### src/rtl/rf_seq_pkg.sv
// rf_op_sequencer shared definitions: opcodes, FSM states, width defaults.
// Used by ula_core and rf_op_sequencer.
package rf_seq_pkg;

  localparam int DATA_W_DEF = 4;
  localparam int ADDR_W_DEF = 2;

  typedef enum logic [2:0] {
    OP_ADD  = 3'b000,
    OP_SUB  = 3'b001,
    OP_AND  = 3'b010,
    OP_OR   = 3'b011,
    OP_XOR  = 3'b100,
    OP_PASS = 3'b101,
    OP_LOAD = 3'b110,
    OP_NOT  = 3'b111
  } op_e;

  typedef enum logic [2:0] {
    S_IDLE,
    S_RD_A,
    S_RD_B,
    S_EXEC,
    S_WB,
    S_DONE,
    S_VFY_RD,
    S_VFY_CMP
  } state_e;

endpackage

### src/rtl/ula_core.sv
// Combinational ULA: y = op(a, b), carry-out for ADD/SUB.
// LOAD passes b through so the immediate shares the write path.
module ula_core
  import rf_seq_pkg::*;
#(
  parameter int DATA_W = DATA_W_DEF
) (
  input  logic [DATA_W-1:0] a,
  input  logic [DATA_W-1:0] b,
  input  op_e               op,
  output logic [DATA_W-1:0] y,
  output logic              carry
);

  logic [DATA_W:0] sum;
  logic [DATA_W:0] dif;

  assign sum = {1'b0, a} + {1'b0, b};
  assign dif = {1'b0, a} + {1'b0, ~b} + {{DATA_W{1'b0}}, 1'b1};

  always_comb begin
    y     = '0;
    carry = 1'b0;
    unique case (op)
      OP_ADD:  {carry, y} = sum;
      OP_SUB:  {carry, y} = dif;
      OP_AND:  y = a & b;
      OP_OR:   y = a | b;
      OP_XOR:  y = a ^ b;
      OP_PASS: y = a;
      OP_LOAD: y = b;
      OP_NOT:  y = ~a;
    endcase
  end

endmodule

### src/rtl/rf_op_sequencer.sv
// Register-file op sequencer: read A, read B, compute, write back.
// RF_SEQ_READBACK_EN adds a read-back verify of the written register.
module rf_op_sequencer
  import rf_seq_pkg::*;
#(
  parameter int DATA_W = DATA_W_DEF,
  parameter int ADDR_W = ADDR_W_DEF
) (
  input  logic              clk,
  input  logic              reset,
  input  logic              start,
  input  logic [2:0]        op,
  input  logic [ADDR_W-1:0] src_a,
  input  logic [ADDR_W-1:0] src_b,
  input  logic [ADDR_W-1:0] dst,
  input  logic [DATA_W-1:0] load_data,
  output logic [ADDR_W-1:0] rf_addr,
  output logic              rf_we,
  output logic [DATA_W-1:0] rf_wdata,
  input  logic [DATA_W-1:0] rf_rdata,
  output logic              busy,
  output logic              done,
  output logic [DATA_W-1:0] result,
  output logic              carry,
  output logic              zero,
  output logic              mismatch
);

  state_e            state_q, state_d;
  op_e               op_q, op_d;
  logic [ADDR_W-1:0] src_b_q, src_b_d;
  logic [ADDR_W-1:0] dst_q, dst_d;
  logic [ADDR_W-1:0] rf_addr_q, rf_addr_d;
  logic [DATA_W-1:0] a_q, a_d;
  logic [DATA_W-1:0] rf_wdata_q, rf_wdata_d;
  logic [DATA_W-1:0] result_q, result_d;
  logic              rf_we_q, rf_we_d;
  logic              busy_q, busy_d;
  logic              done_q, done_d;
  logic              carry_q, carry_d;
  logic              zero_q, zero_d;
  logic              mm_q, mm_d;

  logic              idle;
  logic              wb_go;
  op_e               ula_op;
  logic [DATA_W-1:0] ula_b;
  logic [DATA_W-1:0] ula_y;
  logic              ula_c;

  // LOAD goes straight from IDLE to WB, so the ULA sees the live command.
  assign idle   = (state_q == S_IDLE);
  assign ula_op = idle ? op_e'(op) : op_q;
  assign ula_b  = idle ? load_data : rf_rdata;

  ula_core #(.DATA_W(DATA_W)) u_ula (
    .a     (a_q),
    .b     (ula_b),
    .op    (ula_op),
    .y     (ula_y),
    .carry (ula_c)
  );

  always_comb begin
    state_d    = state_q;
    op_d       = op_q;
    src_b_d    = src_b_q;
    dst_d      = dst_q;
    rf_addr_d  = rf_addr_q;
    a_d        = a_q;
    rf_wdata_d = rf_wdata_q;
    result_d   = result_q;
    rf_we_d    = 1'b0;
    done_d     = 1'b0;
    carry_d    = carry_q;
    zero_d     = zero_q;
    mm_d       = mm_q;
    wb_go      = 1'b0;
    unique case (state_q)
      S_IDLE: begin
        if (start) begin
          op_d    = op_e'(op);
          src_b_d = src_b;
          dst_d   = dst;
          if (op_e'(op) == OP_LOAD) begin
            state_d   = S_WB;
            rf_addr_d = dst;
            wb_go     = 1'b1;
          end else begin
            state_d   = S_RD_A;
            rf_addr_d = src_a;
          end
        end
      end
      S_RD_A: begin
        state_d   = S_RD_B;
        rf_addr_d = src_b_q;
      end
      S_RD_B: begin
        state_d   = S_EXEC;
        rf_addr_d = dst_q;
        a_d       = rf_rdata;
      end
      S_EXEC: begin
        state_d = S_WB;
        wb_go   = 1'b1;
      end
      S_WB: begin
`ifdef RF_SEQ_READBACK_EN
        state_d = S_VFY_RD;
`else
        state_d = S_DONE;
        done_d  = 1'b1;
`endif
      end
      S_VFY_RD: state_d = S_VFY_CMP;
      S_VFY_CMP: begin
        state_d = S_DONE;
        done_d  = 1'b1;
        mm_d    = (rf_rdata != result_q);
      end
      S_DONE: state_d = S_IDLE;
      default: state_d = S_IDLE;
    endcase
    if (wb_go) begin
      rf_we_d    = 1'b1;
      rf_wdata_d = ula_y;
      result_d   = ula_y;
      carry_d    = ula_c;
      zero_d     = (ula_y == '0);
    end
    busy_d = (state_d != S_IDLE);
  end

  always_ff @(posedge clk) begin
    if (!reset) begin
      state_q    <= S_IDLE;
      op_q       <= OP_ADD;
      src_b_q    <= '0;
      dst_q      <= '0;
      rf_addr_q  <= '0;
      a_q        <= '0;
      rf_wdata_q <= '0;
      result_q   <= '0;
      rf_we_q    <= 1'b0;
      busy_q     <= 1'b0;
      done_q     <= 1'b0;
      carry_q    <= 1'b0;
      zero_q     <= 1'b0;
      mm_q       <= 1'b0;
    end else begin
      state_q    <= state_d;
      op_q       <= op_d;
      src_b_q    <= src_b_d;
      dst_q      <= dst_d;
      rf_addr_q  <= rf_addr_d;
      a_q        <= a_d;
      rf_wdata_q <= rf_wdata_d;
      result_q   <= result_d;
      rf_we_q    <= rf_we_d;
      busy_q     <= busy_d;
      done_q     <= done_d;
      carry_q    <= carry_d;
      zero_q     <= zero_d;
      mm_q       <= mm_d;
    end
  end

  assign rf_addr  = rf_addr_q;
  assign rf_we    = rf_we_q;
  assign rf_wdata = rf_wdata_q;
  assign busy     = busy_q;
  assign done     = done_q;
  assign result   = result_q;
  assign carry    = carry_q;
  assign zero     = zero_q;
  assign mismatch = mm_q;

endmodule

### config.mk
export PLATFORM = sky130hd
export DESIGN_NAME = rf_op_sequencer
export DESIGN_NICKNAME = d
export VERILOG_FILES = /design/src/rtl/rf_seq_pkg.sv /design/src/rtl/ula_core.sv /design/src/rtl/rf_op_sequencer.sv
export SDC_FILE = /design/constraint.sdc
export NUM_CORES = 1
export LEC_CHECK = 0
export BUFFER_PORTS_ARGS = -buffer_cell sky130_fd_sc_hd__buf_2
export CORE_MARGIN = 4
export CORE_UTILIZATION = 25
export CTS_CLUSTER_DIAMETER = 60
export CTS_CLUSTER_SIZE = 24
export DETAILED_ROUTE_END_ITERATION = 12
export SLEW_MARGIN = 20
export SYNTH_ARGS = -nofsm -noshare
export SYNTH_HDL_FRONTEND = slang
export SYNTH_SLANG_ARGS = --single-unit
### constraint.sdc
create_clock -name clk -period 5.2 [get_ports clk]
set_input_delay 0.78 -clock clk [delete_from_list [all_inputs] [get_ports clk]]
set_output_delay 0.78 -clock clk [all_outputs]
set_load 0.02 [all_outputs]
; ---- Word level (Yosys, flattened, before mapping)
; Index checks and enable logic that the tools add are counted.
[word_totals]
ff_bits = 26
in_bits = 20
out_inout_bits = 16
elab_cells = 61
[classes]
addsub = 3
eq_ne = 17
muxes = 15
n_bitwise = 5
reduce_logical = 8
[ops]
columns = operator, count
row1 = $pmux 4 s8, 1
row2 = $eq 3x3->1 const B, 9
row3 = $pmux 3 s7, 1
row4 = $eq 3x2->1 const B, 4
row5 = $add 4x4->5, 2
row6 = $mux 3, 3
row7 = $not 4->4, 2
row8 = $eq 3x1->1 const B, 2
row9 = $logic_not 3->1, 2
row10 = $pmux 2 s3, 1
row11 = $reduce_bool 3->1, 2
row12 = $add 5x1->5 const B, 1
row13 = $and 4x4->4, 1
row14 = $logic_not 4->1, 1
row15 = $mux 1, 4
row16 = $mux 2, 2
row17 = $mux 4, 1
row18 = $ne 4x4->1, 1
row19 = $or 4x4->4, 1
row20 = $pmux 1 s2, 2
row21 = $reduce_and 2->1, 2
row22 = $xor 4x4->4, 1
row23 = $ne 2x2->1 const B, 1
row24 = $reduce_or 2->1, 1

; ---- Longest topological paths before layout
; Gate-level depths: netlist of the first run.
[logic_depth]
ltp_word = 7
depth_mapped = 15
mapped_depth_nobuf = 11

; ---- Hierarchy
; Synthesis of the first run repeated with hierarchy kept, for this count alone.
[hier_totals]
hier_cells = 235
area_unflattened_um2 = 1933.1
[modules_own_cells]
columns = module, instances, cells_each, area_each_um2, seq_area_each_um2
row1 = rf_op_sequencer, 1, 147, 1275.0, 520.5
row2 = ula_core, 1, 88, 658.1, 0.0

; ---- Worst setup path after synthesis of the first run
; OpenSTA, ideal clock, no wires.
[synth_timing]
path_type = register to register
from = register state_q[2]
to = register zero_q, in the netlist zero
arrival_time_ns = 3.290
required_ns = 5.081
slack_ns = 1.791
path_stages_with_launch = 15
path_buffers = 3
synth_period_minus_slack_ns = 3.409
path_cell_list = dfxtp_1 buf_2 nor3_2 buf_2 clkbuf_1 nand2_1 nand2_1 ha_1 fa_1 or4b_2 o211ai_1 o22ai_1 a41oi_1 or3b_1 o31ai_2
[synth_between]
elab_chain_cells = 7
word_cells_on_any_way = 22
cone_classes = 3 x add/sub / 8 x eq/ne / 4 x mux / 4 x bitwise / 3 x reduce/logical
[synth_rtl]
columns = element, line
row1 = "start, declared", rf_op_sequencer.sv:29  ; state_e state_q, state_d;
row2 = "start signal, assigned", rf_op_sequencer.sv:152  ; state_q <= state_d;
row3 = $logic_not 3->1, "rf_op_sequencer.sv:52, rf_op_sequencer.sv:79"
row4 = $mux 4, rf_op_sequencer.sv:54  ; assign ula_b = idle ? load_data : rf_rdata;
row5 = $not 4->4, ula_core.sv:19  ; assign dif = {1'b0, a} + {1'b0, ~b} + {{DATA_W{1'b0}}, 1'b1};
row6 = $add 4x4->5, ula_core.sv:19
row7 = $add 5x1->5, ula_core.sv:19
row8 = $pmux 4 s8, ula_core.sv:24  ; unique case (op)
row9 = $logic_not 4->1, rf_op_sequencer.sv:130  ; zero_d = (ula_y == '0);
row10 = "end signal, assigned", rf_op_sequencer.sv:164  ; zero_q <= zero_d;
row11 = "end, declared", rf_op_sequencer.sv:41  ; logic zero_q, zero_d;
; Parallel ways exist; a longest one is shown, timed or not.
; A chain may end at the register's enable or synchronous reset.

; ---- Worst setup path in the final report of the first run
[layout_timing]
from = register state_q[2]
to = register result_q[1], in the netlist result[1]
[layout_between]
elab_chain_cells = 6
word_cells_on_any_way = 21
cone_classes = 3 x add/sub / 8 x eq/ne / 4 x mux / 4 x bitwise / 2 x reduce/logical
[layout_rtl]
columns = element, line
row1 = $logic_not 3->1, "rf_op_sequencer.sv:52, rf_op_sequencer.sv:79"
row2 = $mux 4, rf_op_sequencer.sv:54
row3 = $not 4->4, ula_core.sv:19
row4 = $add 4x4->5, ula_core.sv:19
row5 = $add 5x1->5, ula_core.sv:19
row6 = $pmux 4 s8, ula_core.sv:24
row7 = "end signal, assigned", rf_op_sequencer.sv:159  ; result_q <= result_d;
row8 = "end, declared", rf_op_sequencer.sv:36  ; logic [DATA_W-1:0] result_q, result_d;
; Parallel ways exist; a longest one is shown, timed or not.

==> results.rst, run 1 <==
.. list-table::
   :header-rows: 1

   * - Metric
     - Value
   * - Number of standard-cell rows in the floorplan
     - 34
   * - Layout overhead on the synthesized area
     - 12.0%
   * - Synth warn
     - 0
   * - Standard cell with the maximum stage delay on the critical path
     - dfxtp_1
   * - DRC
     - 0
   * - Max-capacitance violation count
     - 0
   * - Area taken by flip-flops and latches
     - 520 sq um
   * - Setup slack at placement
     - ~1500 ps
   * - Length of routed met2 wiring
     - ~2.7 mm
   * - Initial Util
     - 0.255
   * - Startpoint type of the worst setup path
     - flip-flop
   * - Crit path from
     - state_q[2]
   * - Vias in the first global route
     - between 2,000 and 2,500
   * - Share of synthesized flip-flops with an asynchronous set or reset
     - 0
   * - Worst setup path category
     - reg -> reg
   * - Primary flip-flop cell chosen by synthesis mapping
     - dfxtp_1
   * - Nets
     - 343
   * - Leading cell type in the layout, fill and taps excluded
     - nand2_1
   * - Aggregate global-route resource usage
     - 0.118
   * - Overall die width
     - 102 um
   * - Hold bufs inserted after CTS
     - 0
   * - Fillers
     - 990
   * - Clock buffer count from CTS
     - 3
   * - Clock-pin slew on the worst setup and hold paths
     - approximately 90 ps
   * - Worst Path Arrival
     - ~4000 ps
   * - Global-route wire length before repair
     - roughly 10 mm
   * - Sequence of cells on the critical path
     - or3_1 -> nand2_1 -> nand2_1 -> ha_1 -> fa_1 -> or4b_2 -> o211ai_1 -> o22ai_1 -> a41oi_1 -> nand2_1 -> a21boi_0
   * - Share of the yosys chip area belonging to registers
     - 0.235
   * - Final worst-path setup slack
     - roughly 1400 ps
   * - Post-DP HPWL
     - ~4.4 mm
   * - Detailed-route vias per instance
     - just over 5
   * - Longest Clk Path Bufs
     - 2
   * - Total wirelength of the detailed-routed design
     - 6.02 mm
   * - Part of the total power dissipated in the clock network
     - 0.238
   * - Final RePlAce weighted congestion
     - 0.856
   * - Post-route cell area
     - 2480 sq um
   * - Die height
     - 102 um
   * - Count of boundary I/O pins
     - 36
   * - H-tree depth
     - 1
   * - Die Outline Area
     - between 10,000 and 15,000 sq um
   * - Kind of capture point of the worst setup path
     - flip-flop
   * - Number of endpoints failing setup at the final stage
     - 0
   * - Total number of vias
     - roughly 2,100
   * - Post-synthesis cell area
     - 2220 sq um
   * - Synth Instances
     - about 290
   * - Wire length per cell
     - approximately 14 um
   * - Most used cells in the layout excluding fill and tap cells
     - nand2_1 (47), buf_2 (35), dfxtp_1 (26)
   * - Internal power of the cells
     - between 400 and 500 uW
   * - Reg power frac
     - 0.348
   * - Leak pwr
     - approximately 1.1 nW
   * - Total of cells resized after clock tree synthesis
     - 0
   * - Setup repair after global routing missed its margin
     - false
   * - Register bit total from synthesis
     - 26
   * - Switching Fraction
     - 0.379
   * - Longest individual stage delay on the worst path
     - 720 ps
   * - Area of the core
     - 8680 sq um
   * - Max Clock Skew
     - ~8.6 ps
   * - Clk root buf
     - clkbuf_8
   * - Switching pwr
     - 267 uW
   * - Highest metal layer used by the detailed router
     - met4
   * - CTS tree
     - built
   * - Reg2reg start
     - state_q[2]
   * - Max IR drop VDD
     - between 0.00015 and 0.0002 V
   * - Path type of the worst min-delay path
     - reg -> reg
   * - Remaining global-route overflow
     - 0
   * - Post-route clock period utilization
     - 0.728
   * - Antenna-violating nets left
     - 0
   * - Startpoint of the tightest hold check path
     - carry
   * - Highest fanout seen on the critical path
     - 20
   * - Headroom to the max-slew limit
     - 0.569
   * - WL met1
     - about 2.9 mm
   * - FMAX
     - ~260 MHz
   * - Number of buffers inserted by post-CTS setup repair
     - 0
   * - Netlist cell types
     - 58
   * - Iteration-0 DRC count of the detailed router
     - ~190
   * - Post-synth EDFFs
     - 0
   * - Max Transition Viols Final
     - 0
   * - Number of hold violations in the final report
     - 0
   * - PortBufs
     - 35
   * - Slew at the pin closest to its max-slew limit
     - about 630 ps
   * - Average instance area after synthesis
     - about 7.5 sq um
   * - Area occupied by multi-input gates
     - 1520 sq um
   * - Met3 wire len
     - between 300 and 400 um
   * - Maximum number of pins on one net before global-route repair
     - 27
   * - Placed cell area
     - between 2000 and 2500 sq um
   * - Clock sink count
     - 26
   * - Result of the run
     - finished clean
   * - Clock network latency to the later pin of the worst-skew pair
     - about 270 ps
   * - Combinational Power Share
     - 0.414
   * - Share of post-route cells with drive strength above 1
     - 0.169
   * - Final period demand of the worst path
     - 3780 ps
   * - Worst path most repeated cell
     - nand2_1
   * - Required time of the critical path
     - roughly 5400 ps
   * - Pre-antenna DRT Iters
     - 4
   * - Number of antenna violations at the first check in global routing
     - 0
   * - Syn_nets
     - 328
   * - Diodes inserted
     - 0
   * - Summed negative setup slack over all endpoints
     - 0 ps
   * - Pwr dens
     - about 280 nW/um^2
==> per-stage QoR <==
step / std cells / util / total power, mW / hold slack (ps)
final: 416 / 0.286 / 0.706 / 469
after CTS: 416 / 0.286 / 0.708 / 473
after floorplan: 294 / - / 0.471 / 439
after detailed placement: 412 / 0.278 / 0.541 / 459
after global routing: 416 / 0.286 / 0.759 / 498
after global placement: 412 / 0.278 / 0.538 / 453
==> sequential cells by signal (all words and copies together), names as in the netlist, 2 cells and up <==
name     cells
a_q          4
dst_q        2
op_q         3
result       4
rf_addr      2
src_b_q      2
state_q      3
==> final cells by class <==
cell class	count	area share
clock inverters	1	0.0121
multi-input cells	228	0.612
flip-flops and latches	26	0.210
well taps	108	0.0544
repair buffers	36	0.0736
clock buffers	3	0.0166
inverters	14	0.0212
==> routing by layer <==
layer | GRT usage | up-vias
li1 | - | 1071
met3 | 0.0130 | 9
met1 | 0.174 | 986
met2 | 0.182 | 80
met5 | 0 | -
met4 | 0.0303 | 0
==> synth_stat cells (4+ instances only) <==
cell type / count / area, sq um
clkbuf_1: 18 / 67.6
a21o_1: 4 / 30.0
a21oi_1: 14 / 70.1
mux2_2: 5 / 56.3
nand2_1: 47 / 176
inv_1: 14 / 52.6
xor2_1: 5 / 43.8
nor3b_1: 7 / 52.6
o21ai_0: 20 / 100
dfxtp_1: 26 / 521
and3_1: 6 / 37.5
or3_1: 4 / 25.0
a31oi_1: 6 / 37.5
ha_1: 12 / 150
a21boi_0: 14 / 105
buf_4: 4 / 30.0
nand3_1: 6 / 30.0
o22ai_1: 5 / 31.3
nor2_1: 11 / 41.3
mux2i_1: 6 / 60.1
and2_1: 5 / 31.3
==> worst max-delay path, delay by kind of cell (launching register included) <==
kind | cells | cell delay, ps
flip-flops | 1 | 720
adder cells (fa/ha/maj) | 2 | 630
AO/OA/AOI/OAI | 4 | 780
AND/OR/NAND/NOR | 5 | 1580
==> path summary, 6_finish.rpt <==
kind / depth (start not counted) / endpoint / slack, ps
worst min-delay path: 2 / carry / 470
worst max register to register: 11 / result[1] / 1420
worst max-delay path: 11 / result[1] / 1420
worst min register to register: 2 / carry / 470
==> cell families after synthesis <==
group	after synthesis	share of synthesized area
simple gates	112	0.265
compound gates	83	0.248
buf+inv	40	0.0790
flops	26	0.235
fa+ha+maj	14	0.0858
mux	12	0.0593
xor+xnor	7	0.0277
==> power groups by stage <==
stage	clock network, mW	logic, mW	registers, mW
after CTS	0.171	0.292	0.246
final	0.168	0.292	0.246
after detailed placement	0	0.290	0.250
after floorplan	0	0.229	0.242
after global routing	0.180	0.328	0.250
after global placement	0	0.288	0.250
No activity file was read; power rests on OpenSTA's default activity.
==> inputs of run 2 (changes only) <==
Clock period 5.2 ns to 3.3 ns, I/O delays scaled along.
==> run 2 against run 1 <==
Clock skew is essentially flat. Die area unchanged. Via count fell by 0.65%. Clock-buffer cell count unchanged. Maximum frequency is 21% higher. Sequential power rose by 52%. Hold slack worse by 5.7 ps. Clock power up 55%. Core utilization grew 0.59 points. Largest cell class unchanged. Combinational power rose by 70%.
==> results.rst, run 2 (same netlist as run 1, synthesis figures left out) <==
.. list-table::
   :header-rows: 1

   * - Metric
     - Value
   * - Diodes inserted
     - 0 (unchanged)
   * - Headroom to the max-slew limit
     - 0.529 (-0.0392)
   * - Vias in the first global route
     - 2,069 (+1.1%)
   * - DRC
     - 0 (unchanged)
   * - Combinational Power Share
     - 0.439 (+0.025)
   * - Nets
     - 349 (+1.7%)
   * - R2R setup slack
     - 160 ps (-1250 ps)
   * - Number of antenna violations at the first check in global routing
     - 0 (unchanged)
   * - Leak pwr
     - 1.10 nW (+3.1%)
   * - Longest Clk Path Bufs
     - 2 (unchanged)
   * - Critical path's top delay family
     - simple AND/OR/NAND/NOR gates
   * - PortBufs
     - 35 (unchanged)
   * - Standard cell with the maximum stage delay on the critical path
     - or4b_2
   * - CTS tree
     - built
   * - Summed negative setup slack over all endpoints
     - 0 ps (unchanged)
   * - Total of cells resized after clock tree synthesis
     - 0 (unchanged)
   * - FMAX
     - 319 MHz (+21%)
   * - Worst path most repeated cell
     - nand2_1
   * - Clk root buf
     - clkbuf_8
   * - Count of boundary I/O pins
     - 36 (unchanged)
   * - Setup repair after global routing missed its margin
     - false
   * - Max Clock Skew
     - 8.40 ps (-0.192 ps)
   * - H-tree depth
     - 1 (unchanged)
   * - Highest fanout seen on the critical path
     - 4 (-80%)
   * - Most used cells in the layout excluding fill and tap cells
     - nand2_1 (47), buf_2 (35), dfxtp_1 (26)
   * - Overall die width
     - 102 um (unchanged)
   * - Longest individual stage delay on the worst path
     - 620 ps (-100 ps)
   * - Placed cell area
     - 2460 sq um (+2.1%)
   * - Wire length per cell
     - 14.8 um (+2.1%)
   * - Leading cell type in the layout, fill and taps excluded
     - nand2_1
   * - Initial Util
     - 0.255 (unchanged)
   * - Max Transition Viols Final
     - 0 (unchanged)
   * - Maximum number of pins on one net before global-route repair
     - 27 (unchanged)
   * - Reg power frac
     - 0.331 (-0.017)
   * - Layout overhead on the synthesized area
     - 14.3%
   * - Iteration-0 DRC count of the detailed router
     - 80 (-57%)
   * - Share of post-route cells with drive strength above 1
     - 0.185 (+0.0159)
   * - Number of buffers inserted by post-CTS setup repair
     - 0 (unchanged)
   * - Die height
     - 102 um (unchanged)
   * - Aggregate global-route resource usage
     - 0.122 (+0.00384)
   * - Path type of the worst min-delay path
     - in -> reg
   * - Max IR drop VDD
     - 0.000262 V (+56%)
   * - Final period demand of the worst path
     - 3140 ps (-648 ps)
   * - Detailed-route vias per instance
     - 5.05 (-2.1%)
   * - Global-route wire length before repair
     - 10.3 mm (+1.9%)
   * - Area of the core
     - 8680 sq um (unchanged)
   * - Post-route clock period utilization
     - 0.950 (+0.223)
   * - Result of the run
     - finished clean
   * - Clock-pin slew on the worst setup and hold paths
     - 90 ps (about the same)
   * - Worst setup path category
     - reg -> reg
   * - R2R depth
     - 11 (unchanged)
   * - Startpoint type of the worst setup path
     - flip-flop
   * - Clock sink count
     - 26 (unchanged)
   * - Pre-antenna DRT Iters
     - 4 (unchanged)
   * - Slew at the pin closest to its max-slew limit
     - 705 ps (+75.9 ps)
   * - Total wirelength of the detailed-routed design
     - 6.24 mm (+3.6%)
   * - Part of the total power dissipated in the clock network
     - 0.229 (-0.009)
   * - Hold bufs inserted after CTS
     - 0 (unchanged)
   * - Worst hold stages
     - 3 (+1)
   * - Antenna-violating nets left
     - 0 (unchanged)
   * - Required time of the critical path
     - 3460 ps (-1930 ps)
   * - Clock buffer count from CTS
     - 3 (unchanged)
   * - Switching pwr
     - 425 uW (+59%)
   * - Pwr dens
     - 447 nW/um^2 (+57%)
   * - Post-route cell area
     - 2530 sq um (+2.1%)
   * - Die Outline Area
     - 10,400 sq um (unchanged)
   * - Total number of vias
     - 2,132 (-0.65%)
   * - Remaining global-route overflow
     - 0 (unchanged)
   * - Number of endpoints failing setup at the final stage
     - 0 (unchanged)
   * - Total number of cells along the worst setup path
     - 11 (unchanged)
   * - Internal power of the cells
     - 708 uW (+61%)
   * - Post-DP HPWL
     - 4.67 mm (+5.3%)
   * - Number of hold violations in the final report
     - 0 (unchanged)
   * - Sequence of cells on the critical path
     - or3_1 -> nand2_1 -> nand2_1 -> ha_1 -> fa_1 -> or4b_2 -> o211ai_1 -> o22ai_1 -> a41oi_1 -> or3b_1 -> o31ai_2
   * - Max-capacitance violation count
     - 0 (unchanged)
   * - Switching Fraction
     - 0.375 (-0.00374)
   * - Final RePlAce weighted congestion
     - 0.843 (-1.4%)
   * - Kind of capture point of the worst setup path
     - flip-flop
   * - Clock network latency to the later pin of the worst-skew pair
     - 270 ps (about the same)
   * - Total buffers and inverters traversed by the critical path
     - 0 (unchanged)
   * - Number of standard-cell rows in the floorplan
     - 34 (unchanged)
   * - Worst Path Arrival
     - 3290 ps (-680 ps)
run 2: power groups by stage:
stage,Sequential [mW],Clock [mW],Combinational (mW)
global placement,0.381,0,0.486
detailed placement,0.382,0,0.493
floorplan,0.383,0,0.363
finish,0.375,0.260,0.497
global route,0.380,0.281,0.554
CTS,0.375,0.266,0.495
run 2: path summary, 6_finish.rpt:
check,from,to
min reg2reg,carry,carry
min,src_b[0],src_b_q[0]
max,state_q[1],zero
max reg2reg,state_q[1],zero
run 2: layout make-up:
type | count | area, sq um
Fill cell | 986 | 6140
Clock buffer | 3 | 41.3
Clock inverter | 1 | 30.0
Inverter | 14 | 52.6
Timing Repair Buffer | 42 | 228
Multi-Input combinational cell | 228 | 1530
Sequential cell | 26 | 520
Tap cell | 108 | 135
run 2: metal layers:
layer / vias to the layer above / track usage / routed length (um)
met5: - / 0 / 0
met4: 0 / 0.0323 / 77
met3: 8 / 0.0143 / 297
met2: 60 / 0.200 / 2840
met1: 981 / 0.169 / 3020
li1: 1083 / - / -
run 2: through the flow:
stage               power (mW)  hold WS, ps  setup WS (ps)  instances   util
floorplan                0.746          439           80.6        294      -
global placement         0.867          454            280        418  0.284
detailed placement       0.876          459            212        418  0.284
CTS                       1.14          465            187        422  0.292
global route              1.21          466           46.3        422  0.292
finish                    1.13          463            165        422  0.292
run 2: tightest hold or removal path: cells and delay by family:
kind | cells | cell delay, ps
simple gates | 1 | 40
buf+inv | 1 | 100
compound gates | 1 | 60
